===== config.mk =====
export PLATFORM = sky130hd
export DESIGN_NAME = contador_decrescente_flat
export DESIGN_NICKNAME = d
export VERILOG_FILES = /design/src/rtl/contador_decrescente_pkg.sv /design/src/rtl/contador_decrescente_if.sv /design/src/rtl/contador_decrescente_logica_proximo_estado_dec.sv /design/src/rtl/flipflopd.sv /design/src/rtl/somador8bits.sv /design/src/rtl/contador_decrescente.sv /design/src/flat_wrapper.sv
export SDC_FILE = /design/constraint.sdc
export NUM_CORES = 1
export LEC_CHECK = 0
export CORE_AREA = 2 2 39 41
export DETAILED_ROUTE_END_ITERATION = 8
export DIE_AREA = 0 0 41 43
export GPL_TIMING_DRIVEN = 1
export PLACE_DENSITY = 0.59
export SETUP_SLACK_MARGIN = 0.2
export SLEW_MARGIN = 10
export SYNTH_ARGS = -nofsm -noshare
export SYNTH_HDL_FRONTEND = slang
export SYNTH_SLANG_ARGS = --single-unit

===== constraint.sdc =====
create_clock -name Clk -period 2.7 [get_ports Clk]
set_input_delay 0.405 -clock Clk [delete_from_list [all_inputs] [get_ports Clk]]
set_output_delay 0.405 -clock Clk [all_outputs]
set_load 0.005 [all_outputs]

===== src/rtl/contador_decrescente_pkg.sv =====
// -----------------------------------------------------------------------------
// contador_decrescente_pkg
// Shared definitions for the loadable down-counter:
//   estado_t    - 2-bit state encoding. ILEGAL names the unused code so that
//                 a raw register value can always be cast to the enum.
//   DECREMENTO  - adder operand that turns "A + B" into "A - 1" on 8 bits.
// -----------------------------------------------------------------------------
package contador_decrescente_pkg;

    typedef enum logic [1:0] {
        OCIOSO   = 2'b00,
        CONTANDO = 2'b01,
        FIM      = 2'b10,
        ILEGAL   = 2'b11
    } estado_t;

    // Two's-complement -1 on the shared 8-bit adder.
    localparam logic [7:0] DECREMENTO = 8'hFF;

endpackage


===== src/rtl/contador_decrescente_if.sv =====
// -----------------------------------------------------------------------------
// contador_decrescente_if
// Bundle of the counter's control and status signals.
//   Load      start request (driven by master)
//   Valor     initial count, WIDTH bits (driven by master)
//   Habilita  count enable (driven by master)
//   Q         current count, WIDTH bits (driven by slave)
//   Ocupado   high while counting (driven by slave)
//   Fim       one-cycle completion pulse (driven by slave)
// Modports: master = user of the counter, slave = the counter itself.
// -----------------------------------------------------------------------------
interface contador_decrescente_if #(
    parameter int WIDTH = 3
);
    logic             Load;
    logic [WIDTH-1:0] Valor;
    logic             Habilita;
    logic [WIDTH-1:0] Q;
    logic             Ocupado;
    logic             Fim;

    modport master (
        output Load, Valor, Habilita,
        input  Q, Ocupado, Fim
    );

    modport slave (
        input  Load, Valor, Habilita,
        output Q, Ocupado, Fim
    );
endinterface


===== src/rtl/contador_decrescente_logica_proximo_estado_dec.sv =====
// -----------------------------------------------------------------------------
// logica_proximo_estado_dec
// Combinational core of the down-counter: next state, Q mux (hold / load /
// decrement) and output decode from the registered state.
//   estado_q_i  current state
//   q_q_i       current count
//   q_dec_i     current count minus one (from the adder)
//   load_i, valor_i, habilita_i  handshake inputs
//   estado_d_o  next state
//   q_d_o       next count
//   ocupado_o   decoded from state only
//   fim_o       decoded from state only
// -----------------------------------------------------------------------------
module logica_proximo_estado_dec
    import contador_decrescente_pkg::*;
#(
    parameter int WIDTH = 3
) (
    input  estado_t          estado_q_i,
    input  logic [WIDTH-1:0] q_q_i,
    input  logic [WIDTH-1:0] q_dec_i,
    input  logic             load_i,
    input  logic [WIDTH-1:0] valor_i,
    input  logic             habilita_i,
    output estado_t          estado_d_o,
    output logic [WIDTH-1:0] q_d_o,
    output logic             ocupado_o,
    output logic             fim_o
);
    always_comb begin
        estado_d_o = estado_q_i;
        q_d_o      = q_q_i;
        ocupado_o  = 1'b0;
        fim_o      = 1'b0;

        case (estado_q_i)
            OCIOSO: begin
                if (load_i) begin
                    q_d_o = valor_i;
                    // A zero load has nothing to count: finish straight away.
                    estado_d_o = (valor_i == '0) ? FIM : CONTANDO;
                end
            end
            CONTANDO: begin
                ocupado_o = 1'b1;
                if (habilita_i) begin
                    q_d_o = q_dec_i;
                    if (q_q_i == WIDTH'(1)) begin
                        estado_d_o = FIM;
                    end
                end
            end
            FIM: begin
                fim_o      = 1'b1;
                estado_d_o = OCIOSO;
            end
            default: begin
                // Unused encoding recovers to idle on the next edge.
                estado_d_o = OCIOSO;
            end
        endcase
    end
endmodule


===== src/rtl/flipflopd.sv =====
// -----------------------------------------------------------------------------
// FlipFlopD
// W-bit D register, rising-edge clocked, asynchronous active-low clear.
//   Clk    clock
//   Reset  0 clears Q immediately
//   D      next value
//   Q      registered value
// -----------------------------------------------------------------------------
module FlipFlopD #(
    parameter int W = 1
) (
    input  logic         Clk,
    input  logic         Reset,
    input  logic [W-1:0] D,
    output logic [W-1:0] Q
);
    always_ff @(posedge Clk or negedge Reset) begin
        if (!Reset) begin
            Q <= '0;
        end else begin
            Q <= D;
        end
    end
endmodule


===== src/rtl/somador8bits.sv =====
// -----------------------------------------------------------------------------
// Somador8Bits
// Combinational 8-bit adder with carry in and carry out.
//   A, B   operands
//   Cin    carry in
//   S      sum
//   Cout   carry out
// -----------------------------------------------------------------------------
module Somador8Bits (
    input  logic [7:0] A,
    input  logic [7:0] B,
    input  logic       Cin,
    output logic [7:0] S,
    output logic       Cout
);
    assign {Cout, S} = {1'b0, A} + {1'b0, B} + {8'b0, Cin};
endmodule


===== src/rtl/contador_decrescente.sv =====
// -----------------------------------------------------------------------------
// contador_decrescente
// Loadable synchronous down-counter with start/busy/done handshake, used as a
// programmable delay / timeout element.
//   Clk    system clock, rising edge
//   Reset  asynchronous active-low clear
//   bus    slave side of contador_decrescente_if (Load, Valor, Habilita in;
//          Q, Ocupado, Fim out)
// WIDTH must lie in 1..8 since the decrement runs on the 8-bit adder.
// -----------------------------------------------------------------------------
module contador_decrescente
    import contador_decrescente_pkg::*;
#(
    parameter int WIDTH = 3
) (
    input  logic                  Clk,
    input  logic                  Reset,
    contador_decrescente_if.slave bus
);
    logic [1:0]       estado_bits_q;
    estado_t          estado_q;
    estado_t          estado_d;
    logic [WIDTH-1:0] q_q;
    logic [WIDTH-1:0] q_d;
    logic [7:0]       soma;
    logic             unused_carry;

    FlipFlopD #(.W(2)) u_ff_estado (
        .Clk   (Clk),
        .Reset (Reset),
        .D     (estado_d),
        .Q     (estado_bits_q)
    );

    assign estado_q = estado_t'(estado_bits_q);

    FlipFlopD #(.W(WIDTH)) u_ff_q (
        .Clk   (Clk),
        .Reset (Reset),
        .D     (q_d),
        .Q     (q_q)
    );

    // Q - 1 = Q + 0xFF (mod 256); only the low WIDTH bits matter.
    Somador8Bits u_somador (
        .A    (8'(q_q)),
        .B    (DECREMENTO),
        .Cin  (1'b0),
        .S    (soma),
        .Cout (unused_carry)
    );

    generate
        if (WIDTH < 8) begin : g_alto
            logic [7-WIDTH:0] unused_alto;
            assign unused_alto = soma[7:WIDTH];
        end
    endgenerate

    logica_proximo_estado_dec #(.WIDTH(WIDTH)) u_logica (
        .estado_q_i (estado_q),
        .q_q_i      (q_q),
        .q_dec_i    (soma[WIDTH-1:0]),
        .load_i     (bus.Load),
        .valor_i    (bus.Valor),
        .habilita_i (bus.Habilita),
        .estado_d_o (estado_d),
        .q_d_o      (q_d),
        .ocupado_o  (bus.Ocupado),
        .fim_o      (bus.Fim)
    );

    assign bus.Q = q_q;
endmodule


===== src/flat_wrapper.sv =====
// flat-port wrapper written by rule: the top's interface ports become plain ports
module contador_decrescente_flat import contador_decrescente_pkg::*;
#(
    parameter int WIDTH = 3
)
  (Clk, Reset, bus_Load, bus_Valor, bus_Habilita, bus_Q, bus_Ocupado, bus_Fim);
  contador_decrescente_if #(.WIDTH(WIDTH)) bus_i ();
  input  logic Clk;
  input  logic Reset;
  input wire logic [$bits(bus_i.Load)-1:0] bus_Load;
  input wire logic [$bits(bus_i.Valor)-1:0] bus_Valor;
  input wire logic [$bits(bus_i.Habilita)-1:0] bus_Habilita;
  output wire logic [$bits(bus_i.Q)-1:0] bus_Q;
  output wire logic [$bits(bus_i.Ocupado)-1:0] bus_Ocupado;
  output wire logic [$bits(bus_i.Fim)-1:0] bus_Fim;
  assign bus_i.Load = bus_Load;
  assign bus_i.Valor = bus_Valor;
  assign bus_i.Habilita = bus_Habilita;
  assign bus_Q = bus_i.Q;
  assign bus_Ocupado = bus_i.Ocupado;
  assign bus_Fim = bus_i.Fim;
  contador_decrescente #(.WIDTH(WIDTH)) u_core (.Clk(Clk), .Reset(Reset), .bus(bus_i));
endmodule

=== Word level (Yosys, flattened, before mapping) ===
Cells that the tools add are included.
W data, S select, Z words.

* $add $sub $neg: 1
* Eq/ne operators: 6
* Muxes and demuxes: 10
* Reductions and logical operators: 5

{| class="wikitable"
|+ Operators with widths
! kind !! number
|-
| $mux W2 || 4
|-
| $mux W3 || 2
|-
| $ne A2 B2 Y1 const B || 3
|-
| $pmux W3 S2 || 1
|-
| $reduce_and A3 Y1 || 2
|-
| $pmux W2 S2 || 1
|-
| $add A3 B3 Y3 const B || 1
|-
| $eq A3 B1 Y1 const B || 1
|-
| $logic_not A3 Y1 || 1
|-
| $eq A2 B1 Y1 const B || 1
|-
| $eq A2 B2 Y1 const B || 1
|-
| $logic_not A2 Y1 || 1
|-
| $mux W1 || 2
|-
| $reduce_bool A2 Y1 || 1
|}

* Bits in registers: 5
* Input bits: 7
* Output and inout bits: 5
* Word-level logic and storage cells: 24

=== Depth between registers and ports, before layout ===
Gate-level depths: netlist of run 1.

* Depth after elaboration: 4
* Depth in mapped cells: 5
* Gate-level depth less buffers: 5

=== By module ===
Synthesis of run 1 repeated with hierarchy kept, for this count alone.

* Cell total of the unflattened synthesis: 77
* Area total of the unflattened synthesis: 650.6 um^2

{| class="wikitable"
|+ Modules (own cells, without submodules)
! module !! instances !! cells an instance !! area each (um^2) !! seq. area each (um^2)
|-
| Somador8Bits || 1 || 42 || 331.6 || 0.0
|-
| logica_proximo_estado_dec || 1 || 28 || 186.4 || 0.0
|-
| FlipFlopD (u_core.u_ff_q) || 1 || 3 || 75.1 || 75.1
|-
| FlipFlopD (u_core.u_ff_estado) || 1 || 2 || 50.0 || 50.0
|-
| contador_decrescente || 1 || 2 || 7.5 || 0.0
|}

=== Worst setup path after synthesis of run 1 ===
Ideal clock, no wire load.

* Kind: register to register
* Start point: register u_core.u_ff_q.Q[0]
* End point: register u_core.u_ff_q.Q[2]
* Library setup time: 0.079 ns
* Arrival: 1.063 ns
* Data required time: 2.621 ns
* Slack: 1.558 ns
* Stages on the path, launching flop included: 6
* Path buffers: 0
* Clock period less this slack: 1.142 ns
* Path through: dfrtp_1 inv_1 ha_1 inv_1 a221oi_2 a2bb2oi_1

* Longest elaborated chain between the ends: 3

{| class="wikitable"
|+ Ends and longest elaborated chain
! element !! RTL line !! text
|-
| start: declaration || flipflopd.sv:15 || <nowiki>output logic [W-1:0] Q</nowiki>
|-
| start signal: assignment || flipflopd.sv:19 || <nowiki>Q <= '0;</nowiki>
|-
| start signal: assignment || flipflopd.sv:21 || <nowiki>Q <= D;</nowiki>
|-
| $add A3 B3 Y3 || somador8bits.sv:16 || <nowiki>assign {Cout, S} = {1'b0, A} + {1'b0, B} + {8'b0, Cin};</nowiki>
|-
| $mux W3 || contador_decrescente_logica_proximo_estado_dec.sv:46 || <nowiki>if (habilita_i) begin</nowiki>
|-
| $pmux W3 S2 || contador_decrescente_logica_proximo_estado_dec.sv:36 || <nowiki>case (estado_q_i)</nowiki>
|}

No other way between the ends. The select of a mux whose other input is x is not followed.
A chain may end at the register's enable or synchronous reset.

=== Final worst setup path of run 1 ===
* Start point: register u_core.u_ff_estado.Q[0]
* End point: output bus_Ocupado

* Longest elaborated chain between the ends: 2

{| class="wikitable"
|+ Ends and longest elaborated chain
! element !! RTL line !! text
|-
| start: declaration || flipflopd.sv:15 ||
|-
| start signal: assignment || flipflopd.sv:19 ||
|-
| start signal: assignment || flipflopd.sv:21 ||
|-
| $eq A2 B1 Y1 || contador_decrescente_logica_proximo_estado_dec.sv:36 ||
|-
| $mux W1 || contador_decrescente_logica_proximo_estado_dec.sv:36 ||
|-
| end: declaration || flat_wrapper.sv:14 || <nowiki>output wire logic [$bits(bus_i.Ocupado)-1:0] bus_Ocupado;</nowiki>
|}

No other way between the ends.

==> impl_metrics.csv, run 1 <==
group,metric,value,unit
sta,finalSetupViolations,0,
sta,fin_setup_tns,0,ns
power,powerDensity,1120,nW/um^2
cts,clockBufferDepth,2,
synth,synth_common_cells,"dfrtp_1, inv_1",
critical_path,cpPeakStageDelay,0.52,ns
routing,drt_iter0_markers,5,
synth,yosys.area.top_type,"dfrtp_1",
floorplanning,die_h,43,um
sta,maxSlewHeadroom,78.6,%
grt,antenna_found_initial,0,
synth,ys_ff_latch,5,
power,seqPwrFrac,30.9,%
synth,synth_async_sr_flop_share,100,%
routing,routed_wl,721,um
run,maxCapViolations,0,
cells_and_area,n_fill_cell,150,
critical_path,cp-end-kind,"primary output",
cts,clock_latency,0.24,ns
cells_and_area,antenna_cells,0,
grt,grt_max_degree,10,
floorplanning,initial_core_util,25.0,%
routing,viasPerCell,4.48,
synth,synthTopCellsByArea,"dfrtp_1, ha_1, mux2i_1",
floorplanning,die_w,41,um
power,swShare,36.9,%
cells_and_area,finalCoreUtilization,35.4,%
synth,yosysMostFrequentCell,"dfrtp_1",
power,p_leak,0.214,nW
min_path,hold_class,"in -> async",
cts,cts.clk_slew.worst_paths,0.04,ns
placement,io_buffers,11,
synth,synth.distinct_cells,21,
sta,skew,0.00135,ns
synth,syn_inst,32,
power,p_comb_share,53.5,%
critical_path,path_cells,"nor2b_2, clkdlybuf4s50_1",
critical_path,worstSetupEndpoint,"bus_Ocupado",
cts,cts_buffers,3,
power,p_switching,0.000203,W
critical_path,r2r_end,"u_core.u_ff_q.Q[2]$_DFFE_PN0P_",
sta,finalMaxSlewViolations,0,
routing,num_vias,278,
critical_path,r2r-start,"u_core.u_ff_q.Q[0]$_DFFE_PN0P_",
sta,fmax,0.521,GHz
cells_and_area,fin_nets,56,
cts,h-tree-depth,1,
routing,ant_nets,0,
synth,synth_edf_count,0,
cts,cts_setup_buffers,0,
sta,tightest_slew,0.320,ns
grt,grt_pass1_wl,1.15,mm
cts,cts_tree,"built",
critical_path,critical_path_class,"reg -> out",
critical_path,critPathMaxFanout,9,
cells_and_area,area_growth,42.0,%
sta,hold_viol,0,
critical_path,cp_slowest_cell,"clkdlybuf4s50_1",
sta,period_needed,1.92,ns
run_status,outcome,"complete, no violations",
critical_path,reg2reg_slack,1.49,ns
sta,setup_ws,0.780,ns
synth,yosys.area.top_type_share,36.2,%
synth,synth_warnings,0,
critical_path,critPathLaunch,"u_core.u_ff_estado.Q[0]$_DFFE_PN0P_",
critical_path,cp-start-kind,"register",
critical_path,crit_required,2.30,ns
floorplanning,fp.dieArea,1760,sq um
sta,rsz0062_at_grt,"false",
power,pwr-share-clk,15.6,%
synth,syn-cell-area,345,sq um
floorplanning,rows,14,
synth,seq_area_frac_synth,36.2,%
critical_path,critPathArrivalTime,1.52,ns
grt,overflow,0,
cts,cts_hold_buf,0,
grt,grt_pass1_vias,277,
power,ir_drop,338,uV
cts,clock_sinks,5,
placement,dpl.hpwl,567,um
critical_path,r2r_cells,5,
cells_and_area,drive_gt1_share,19.6,%
sta,finalCritPeriodShare,71.1,%
cts,cts_resized,0,
placement,place_congestion,0.664,
synth,syn_nets,41,
floorplanning,core-area,1380,sq um
routing,route.detailed.drc,0,
placement,dp_slack,1.03,ns
floorplanning,pin_count,12,
routing,drtPass1Iterations,4,
grt,grt_use_total,10.3,%
synth,syn_avg_cell_area,10.8,sq um
synth,synth-main-ff-cell,"dfrtp_1",
cts,cts_root_buffer,"clkbuf_4",
power,intPower,0.000348,W
sta,finalHoldWorstSlack,0.394,ns
routing,post_drt_wl_per_cell,11.6,um
[layout make-up]
type	instances	area, sq um	share of cell area [%]
Timing Repair Buffer	11	110	22.4
Multi-Input combinational cell	22	194	39.5
Tap cell	16	20.0	4.08
Clock buffer	4	26.3	5.36
Inverter	4	15.0	3.06
Sequential cell	5	125	25.5
[per-stage QoR]
step	cells	cell area [sq um]	power, W
6_report	62	490	0.000551
5_1_grt	62	490	0.000611
4_1_cts	62	490	0.000561
3_5_place_dp	58	464	0.000471
3_3_place_gp	58	464	0.000468
2_1_floorplan	32	345	0.000361
[routing by layer]
metal  GRT usage, %  wire [um]
met3           2.09         66
met4           10.0          0
met2           13.1        316
met5              0          0
met1           13.4        338
[placed cells by master, fill, tap and decap left out]
| cell type | instances |
|---|---|
| clkdlybuf4s50_1 | 11 |
| dfrtp_1 | 5 |
| inv_1 | 3 |
| clkbuf_4 | 3 |
| nor2b_1 | 2 |
| nand2_1 | 2 |
| mux2i_1 | 2 |
| o22a_1 | 2 |
| ha_1 | 2 |
| nand2b_4 | 1 |
| nand2_2 | 1 |
| a221oi_2 | 1 |
| nor2b_2 | 1 |
| a21oi_4 | 1 |
| a2bb2oi_1 | 1 |
| or3_1 | 1 |
| a21oi_1 | 1 |
| a311oi_1 | 1 |
| nand3b_1 | 1 |
| o21ai_0 | 1 |
| inv_2 | 1 |
| o311a_1 | 1 |
| clkbuf_1 | 1 |
[registers in the layout, indices dropped and copies added, names as in the netlist]
name and count:
u_core.u_ff_q.Q 3, u_core.u_ff_estado.Q 2
[critical path: cells and delay by family, from the launching register on]
kind	cells	cell delay, ns
simple gates	1	0.25
flops	1	0.51
buf+inv	1	0.52
[how the worst min path moves through the flow]
stage	start	to	cells past startpoint
after global routing	Reset	u_core.u_ff_q.Q[0]$_DFFE_PN0P_	1
after detailed placement	u_core.u_ff_q.Q[0]$_DFFE_PN0P_	u_core.u_ff_q.Q[0]$_DFFE_PN0P_	1
after floorplan	Reset	u_core.u_ff_estado.Q[0]$_DFFE_PN0P_	0
final	Reset	u_core.u_ff_q.Q[0]$_DFFE_PN0P_	1
after CTS	Reset	u_core.u_ff_q.Q[2]$_DFFE_PN0P_	1
after global placement	u_core.u_ff_q.Q[1]$_DFFE_PN0P_	u_core.u_ff_q.Q[1]$_DFFE_PN0P_	2
[power by group through the flow]
stage,logic (W),clock network [W],registers [W]
2_1_floorplan,0.000207,0,0.000154
3_3_place_gp,0.000296,0,0.000172
3_5_place_dp,0.000299,0,0.000172
4_1_cts,0.000300,0.0000903,0.000171
5_1_grt,0.000335,0.0000970,0.000179
6_report,0.000295,0.0000861,0.000170
[logic make-up (layout without fill, tap and decap cells)]
group | Yosys count | count (layout) | share of synthesized area (%)
AO/OA/AOI/OAI | 9 | 9 | 25.0
AND/OR/NAND/NOR | 9 | 9 | 18.1
flip-flops | 5 | 5 | 36.2
buffers and inverters | 5 | 19 | 7.61
adder cells (fa/ha/maj) | 2 | 2 | 7.25
multiplexers | 2 | 2 | 5.80
Note: power is estimated with default switching activity, not from simulation.
==> inputs of run 2 (changes only) <==
Clock period 2.7 ns to 1.95 ns, I/O delays scaled along.
==> impl_metrics.csv, run 2 (synthesized netlist as in run 1, its figures left out) <==
group,metric,value,unit
run_status,outcome,"complete, no violations",
power,seqPwrFrac,29.6,%
power,powerDensity,1580,nW/um^2
critical_path,r2r_end,"u_core.u_ff_q.Q[2]$_DFFE_PN0P_",
grt,grt_max_degree,10,
cts,h-tree-depth,1,
cts,cts_tree,"built",
power,p_comb_share,55.5,%
floorplanning,pin_count,12,
sta,maxSlewHeadroom,83.6,%
sta,finalMaxSlewViolations,0,
critical_path,cp-end-kind,"primary output",
critical_path,reg2reg_slack,0.75,ns
cts,clock_latency,0.24,ns
routing,viasPerCell,4.52,
routing,route.detailed.drc,0,
min_path,hold_class,"in -> async",
floorplanning,die_h,43,um
sta,fmax,0.598,GHz
grt,antenna_found_initial,0,
run,maxCapViolations,0,
grt,use_met3,2.09,%
sta,fin_setup_tns,0,ns
critical_path,r2r-start,"u_core.u_ff_q.Q[0]$_DFFE_PN0P_",
grt,grt.busiest_layer,"met1",
routing,drtPass1Iterations,4,
cts,cts_hold_buf,0,
cells_and_area,area_growth,48.6,%
sta,rsz0062_at_grt,"false",
power,swShare,36.2,%
placement,dp_slack,0.393,ns
sta,skew,0.000152,ns
floorplanning,core-area,1380,sq um
cells_and_area,final_common_cell,"clkdlybuf4s50_1",
grt,overflow,0,
power,p_leak,0.227,nW
critical_path,crit_required,1.66,ns
routing,num_vias,289,
power,intPower,0.000517,W
sta,finalHoldWorstSlack,0.283,ns
power,ir_drop,516,uV
grt,grt_pass1_wl,1.15,mm
cells_and_area,largest_reg_flops,3,
placement,place_congestion,0.664,
power,p_switching,0.000293,W
critical_path,r2r_cells,5,
cells_and_area,biggestRegsByFlops,"u_core.u_ff_q.Q x3, u_core.u_ff_estado.Q x2",
sta,tightest_slew,0.246,ns
floorplanning,fp.dieArea,1760,sq um
grt,gr-usage-met1,13.4,%
cells_and_area,largest_register,"u_core.u_ff_q.Q",
sta,period_needed,1.67,ns
cells_and_area,layout_common_cells,"clkdlybuf4s50_1, inv_1, clkbuf_4, dfrtp_1",
cts,clock_sinks,5,
cts,cts_buffers,3,
floorplanning,die_w,41,um
cells_and_area,antenna_cells,0,
floorplanning,initial_core_util,25.0,%
grt,grt_pass1_vias,277,
routing,drt_iter0_markers,2,
sta,finalSetupViolations,0,
cells_and_area,drive_gt1_share,27.1,%
routing,post_drt_wl_per_cell,11.7,um
critical_path,critical_path_class,"reg -> out",
sta,setup_ws,0.278,ns
routing,routed_wl,746,um
cts,clockBufferDepth,2,
cells_and_area,fin_nets,58,
critical_path,cp-start-kind,"register",
power,pwr-share-clk,14.9,%
floorplanning,rows,14,
critical_path,critPathArrivalTime,1.38,ns
grt,globalRouteMet2Util,13.1,%
cts,cts.clk_slew.worst_paths,0.04,ns
grt,grt_use_total,10.3,%
critical_path,critPathMaxFanout,8,
cts,cts_root_buffer,"clkbuf_4",
sta,finalCritPeriodShare,85.7,%
sta,hold_viol,0,
placement,io_buffers,11,
placement,dpl.hpwl,567,um
routing,ant_nets,0,
[run 2: cell types whose count changed in the layout (fill, tap and decap cells not counted)]
cell,previous run,this run
buf_4,0,2
nor2b_4,0,1
dfrtp_2,0,2
dfrtp_1,5,3
nor2b_2,1,0
[run 2: metrics by stage]
stage                     std cells  total power (W)  util (%)  instance area, sq um
after global placement           58         0.000647      33.5                   464
after CTS                        62         0.000779      35.5                   492
after global routing             64         0.000894      37.1                   513
final                            64         0.000810      37.1                   513
after detailed placement         58         0.000652      33.5                   464
after floorplan                  32         0.000499         -                   345
[run 2: power groups by stage]
stage / logic [W] / clock network, W / registers (W)
2_1_floorplan: 0.000287 / 0 / 0.000213
3_3_place_gp: 0.000410 / 0 / 0.000238
3_5_place_dp: 0.000414 / 0 / 0.000238
4_1_cts: 0.000416 / 0.000125 / 0.000239
5_1_grt: 0.000508 / 0.000136 / 0.000250
6_report: 0.000450 / 0.000120 / 0.000240
[run 2: worst max-delay path by stage]
stage                                         from  cells past startpoint  slack, ns                        endpoint
2_1_floorplan       u_core.u_ff_q.Q[0]$_DFFE_PN0P_                      5       0.81  u_core.u_ff_q.Q[2]$_DFFE_PN0P_
5_1_grt        u_core.u_ff_estado.Q[1]$_DFFE_PN0P_                      2       0.21                         bus_Fim
4_1_cts        u_core.u_ff_estado.Q[1]$_DFFE_PN0P_                      2       0.20                     bus_Ocupado
3_3_place_gp   u_core.u_ff_estado.Q[0]$_DFFE_PN0P_                      2       0.41                     bus_Ocupado
6_report       u_core.u_ff_estado.Q[1]$_DFFE_PN0P_                      2       0.28                     bus_Ocupado
3_5_place_dp   u_core.u_ff_estado.Q[0]$_DFFE_PN0P_                      2       0.39                     bus_Ocupado
[run 2: metal layers]
metal / vias up / part of all wire (%)
met5: - / 0
met4: 0 / 0
met3: 0 / 8.8
met2: 9 / 44
met1: 134 / 47
li1: 146 / -
[run 2: worst max-delay path: stages, from the launching register on]
cell	delay (ns)
dfrtp_2	0.48
nor2b_4	0.16
clkdlybuf4s50_1	0.51
[run 2: final cells by class]
cell class	count	area [sq um]
flip-flops and latches	5	128
clock buffers	4	26.3
inverters	4	15.0
well taps	16	20.0
multi-input cells	22	199
repair buffers	13	125
fillers	150	871
[run 2: repair_timing]
action,in CTS,in global routing
gates resized for setup,1,2
pin swaps,0,0
setup endpoints to repair,1,2
buffers inserted,0,2
